### config.mk
export PLATFORM = sky130hd
export DESIGN_NAME = adder_slice_sequencer
export DESIGN_NICKNAME = d
export VERILOG_FILES = /design/src/rtl/adder_slice_sequencer.sv
export SDC_FILE = /design/constraint.sdc
export NUM_CORES = 1
export LEC_CHECK = 0
export CAP_MARGIN = 15
export CORE_MARGIN = 5
export CORE_UTILIZATION = 45
export CTS_CLUSTER_SIZE = 8
export DETAILED_ROUTE_END_ITERATION = 10
export GPL_TIMING_DRIVEN = 0
export HOLD_SLACK_MARGIN = 0.02
export PLACE_DENSITY = 0.79
export SYNTH_ARGS = -nofsm -noshare
export SYNTH_HDL_FRONTEND = slang
export SYNTH_SLANG_ARGS = --single-unit
### constraint.sdc
create_clock -name Clk -period 2.91 [get_ports Clk]
set_clock_uncertainty 0.05 [all_clocks]
set_input_delay 0.873 -clock Clk [delete_from_list [all_inputs] [get_ports Clk]]
set_output_delay 0.873 -clock Clk [all_outputs]
set_load 0.05 [all_outputs]
### src/rtl/adder_slice_sequencer.sv
// Sequences a shared SLICE-bit external adder across WIDTH/SLICE cycles, LS slice first,
// with edge-detected LoadB/Run push-buttons and registered operands, sum and carry.
module adder_slice_sequencer #(
    parameter int unsigned WIDTH = 16,
    parameter int unsigned SLICE = 4
) (
    input  logic             Clk,
    input  logic             Reset,
    input  logic             LoadB,
    input  logic             Run,
    input  logic [WIDTH-1:0] SW,
    output logic [SLICE-1:0] slice_a,
    output logic [SLICE-1:0] slice_b,
    output logic             slice_cin,
    input  logic [SLICE-1:0] slice_s,
    input  logic             slice_cout,
    output logic [WIDTH-1:0] A,
    output logic [WIDTH-1:0] B,
    output logic [WIDTH-1:0] Sum,
    output logic             CO,
    output logic             Busy,
    output logic             Done
);

    localparam int unsigned N  = WIDTH / SLICE;
    localparam int unsigned KW = (N > 1) ? $clog2(N) : 1;

    typedef enum logic [1:0] {StIdle, StAdd, StDone} state_e;

    state_e           state_q, state_d;
    logic [KW-1:0]    k_q, k_d;
    logic             c_q, c_d;
    logic [WIDTH-1:0] a_q, a_d, b_q, b_d, sum_q, sum_d;
    logic             co_q, co_d;
    logic             run_q, loadb_q;
    logic             run_press, loadb_press;

    // Buttons are active low; a press is the released-to-pressed transition.
    assign run_press   = run_q & ~Run;
    assign loadb_press = loadb_q & ~LoadB;

    always_ff @(posedge Clk) begin
        if (!Reset) begin
            state_q <= StIdle;
            k_q     <= '0;
            c_q     <= 1'b0;
            a_q     <= '0;
            b_q     <= '0;
            sum_q   <= '0;
            co_q    <= 1'b0;
            run_q   <= 1'b1;
            loadb_q <= 1'b1;
        end else begin
            state_q <= state_d;
            k_q     <= k_d;
            c_q     <= c_d;
            a_q     <= a_d;
            b_q     <= b_d;
            sum_q   <= sum_d;
            co_q    <= co_d;
            run_q   <= Run;
            loadb_q <= LoadB;
        end
    end

    always_comb begin
        state_d   = state_q;
        k_d       = k_q;
        c_d       = c_q;
        a_d       = a_q;
        b_d       = b_q;
        sum_d     = sum_q;
        co_d      = co_q;
        slice_a   = '0;
        slice_b   = '0;
        slice_cin = 1'b0;

        unique case (state_q)
            StIdle: begin
                if (loadb_press) begin
                    b_d = SW;
                end
                if (run_press) begin
                    a_d     = SW;
                    sum_d   = '0;
                    co_d    = 1'b0;
                    k_d     = '0;
                    c_d     = 1'b0;
                    state_d = StAdd;
                end
            end
            StAdd: begin
                slice_a   = a_q[SLICE*k_q +: SLICE];
                slice_b   = b_q[SLICE*k_q +: SLICE];
                slice_cin = (k_q == '0) ? 1'b0 : c_q;
                sum_d[SLICE*k_q +: SLICE] = slice_s;
                c_d = slice_cout;
                if (k_q == KW'(N - 1)) begin
                    co_d    = slice_cout;
                    state_d = StDone;
                end else begin
                    k_d = k_q + KW'(1);
                end
            end
            StDone: begin
                // Leaving needs Run released, so a held button cannot restart an add.
                if (Run) begin
                    state_d = StIdle;
                end
            end
            default: state_d = StIdle;
        endcase
    end

    assign A    = a_q;
    assign B    = b_q;
    assign Sum  = sum_q;
    assign CO   = co_q;
    assign Busy = (state_q == StAdd);
    assign Done = (state_q == StDone);

endmodule

==> out/results.ini, run 1 <==
[cts]
clk_pin_slew_worst_paths_ns=0.09
cts.sinks=56
clk_latency_ns=0.30
cts_tree=done
htreeDepth=2
numCtsBuffers=5
clock-root-buffer=clkbuf_8
clk_path_buf_depth=2

[sta]
fmax_ghz=0.3497
relSlewSlack_pct=62.49
finalSetupViolCount=0
rsz0062_at_grt=false
report.final.slew_viol_count=0
hold_viol_final=0
layout_setup_ws_ns=0.05056
min_period_over_period_pct=98.26
worst_pin_slew_ns=0.5608
period_needed_ns=2.859

[outcome]
run_status=completed

[worst_setup_path]
worst_setup_path_start_kind=flip-flop
crit_type=flip-flop to output pin
setup.worst_path.end_class=output pin
required_ns=1.99
crit_fanout=10
critical_path_arrival_ns=1.94

[die]
die_height_um=84.61
initial_core_util_pct=45.77
fp.coreArea_mm2=0.005473
die_w_um=84.61
std_cell_rows=27
io_pins=85
dieArea_mm2=0.007159

[finish]
syn_to_final_growth_pct=39.86
drive_gt1_share_pct=13.43
antennaDiodeCount=0
utilization_pct=64.01
mostFrequentLayoutCell=nand2_1
layout_common_cells=78 x nand2_1, 73 x clkdlybuf4s50_1, 54 x dfxtp_1
nNetsFinal=381

[synth]
synth_cells=261
synth_area_leaders=dfxtp_1 45%, nand2_1 12%, mux4_2 7.2%
synth-xor-area-share_pct=0
synth_top_family_by_area=simple AND/OR/NAND/NOR gates
synth_cell_types=34
syn_area_mm2=0.002505
yosys_warnings=0
synthAdderAreaFrac_pct=2.997
synth_top_area_cell=dfxtp_1
synth_simple_gate_area_share_pct=21.78
synthMuxAreaShare_pct=7.193
synth_nets=292
avgSynthCellArea_um2=9.597
ys_ff_latch=56
ys_seq_area_share_pct=44.76
yosysTopAreaCellShare_pct=44.76
synth_compound_area_share_pct=18.08

[detailed_routing]
via_count=2199
wl_per_cell_um=16.30
wl_met3_um=408
drt-met1-wl_um=3006
highest_layer=met4
dr_wl_met2_um=3386
wirelength_um=6880
drt_iter0_drc=88
drc=0
drt-pass1-iter-count=4
vias_per_cell=5.211
ant_nets=0

[grt]
grt_max_degree=16
grt_pass1_wl_um=10940
grtUsageTotal_pct=19.05
antenna_found_initial=0
grt_pass1_vias=2198
grt_overflow=0

[place]
dp_slack_ns=-0.4180
gp_congestion=0.8236
port_buffers=83
dp_hpwl_um=5193

[power_and_ir_drop]
vdd_drop_max_uv=226.3
power_density_mw_per_mm2=466.5
total_leakage_power_uw=0.001259

[run]
drv_cap=0

[hold_path]
holdCritPathClass=flip-flop to flip-flop

cells in the mapped netlist, drive strengths merged:
master and count:
nand2 78, dfxtp 56, a21boi 33, and2 10, buf 9, clkbuf 8, inv 8, mux4 8
o2bb2ai 8, ha 6, a32o 4, o22ai 4, a31o 3, nand2b 3, nor4b 3, nand3 2
nand4 2, nor2b 2, o21ai 2, or4b 2, a31oi 1, and4bb 1, nand3b 1, nor2 1
nor3b 1, o21a 1, o31ai 1, o32ai 1, or3b 1, or4 1
report_power, final:
part / total [µW] / leakage, µW / internal, µW / switching [µW]
sequential: 830 / 0.000458 / 801 / 29.4
combinational: 402 / 0.000760 / 158 / 243
clock: 403 / 0.0000410 / 165 / 238
registers in the layout, summed over array words and instances, names as in the netlist:
register  flops
B            16
loadb_q       1
state_q       2
k_q           2
c_q           1
CO            1
Sum          16
A            16
run_q         1
final timing paths:
path	startpoint	to	slack, ns	cells past startpoint
worst max-delay path	k_q[0]	slice_b[0]	0.05	4
worst min-delay path	Sum[7]	Sum[7]	0.40	2
worst max register to register	k_q[1]	Sum[9]	1.01	6
worst min register to register	Sum[7]	Sum[7]	0.40	2
worst max-delay path: stages (launching register included):
cell and delay (ns):
dfxtp_4 0.44, buf_6 0.20, mux4_2 0.50, and2_1 0.17, clkdlybuf4s15_2 0.33
metrics by stage:
stage	TNS [ns]	instance area [µm²]	total power, µW	hold slack, ns	cells
after floorplan	0	2510	1101	0.3988	261
after global placement	-2.915	3431	1245	0.3925	416
after detailed placement	-2.890	3431	1250	0.3931	416
after CTS	0	3530	1645	0.4068	422
after global routing	0	3503	1701	0.4376	422
final	0	3503	1634	0.4046	422
final cells by class:
cell class / count / area, µm²
Buffer: 16 / 106.4
Clock buffer: 6 / 72.57
Clock inverter: 1 / 5.005
Fill cell: 469 / 1969
Inverter: 8 / 33.78
Multi-Input combinational cell: 180 / 1259
Sequential cell: 56 / 1126
Tap cell: 72 / 90.09
Timing Repair Buffer: 83 / 810.8
metal layers:
layer  global-route usage, %  up-vias
li1                        -     1080
met1                   23.48     1053
met2                   32.46       57
met3                   5.496        9
met4                   5.180        0
met5                       0        -
repair_timing:
item | 4_1_cts | 5_1_grt
endpoints found under the hold margin | 0 | 0
resized for setup | 35 | 12
setup endpoints to repair | 10 | 7
hold buffers | 0 | 0
buffers inserted | 0 | 0
cells by family after synthesis:
kind of cell	Yosys count
buf+inv	25
compound gates	58
fa+ha+maj	6
flops	56
simple gates	108
mux	8
(Power assumes the default switching activity.)
==> run 2: changes to the inputs <==
--- a/config.mk
+++ b/config.mk
@@ -5,7 +5,7 @@
 export SDC_FILE = /design/constraint.sdc
 export NUM_CORES = 1
 export LEC_CHECK = 0
-export CAP_MARGIN = 15
+export CAP_MARGIN = 30
 export CORE_MARGIN = 5
 export CORE_UTILIZATION = 45
 export CTS_CLUSTER_SIZE = 8
==> results of run 2 <==
Final layout, timing and power as in run 1 (identical DEF).
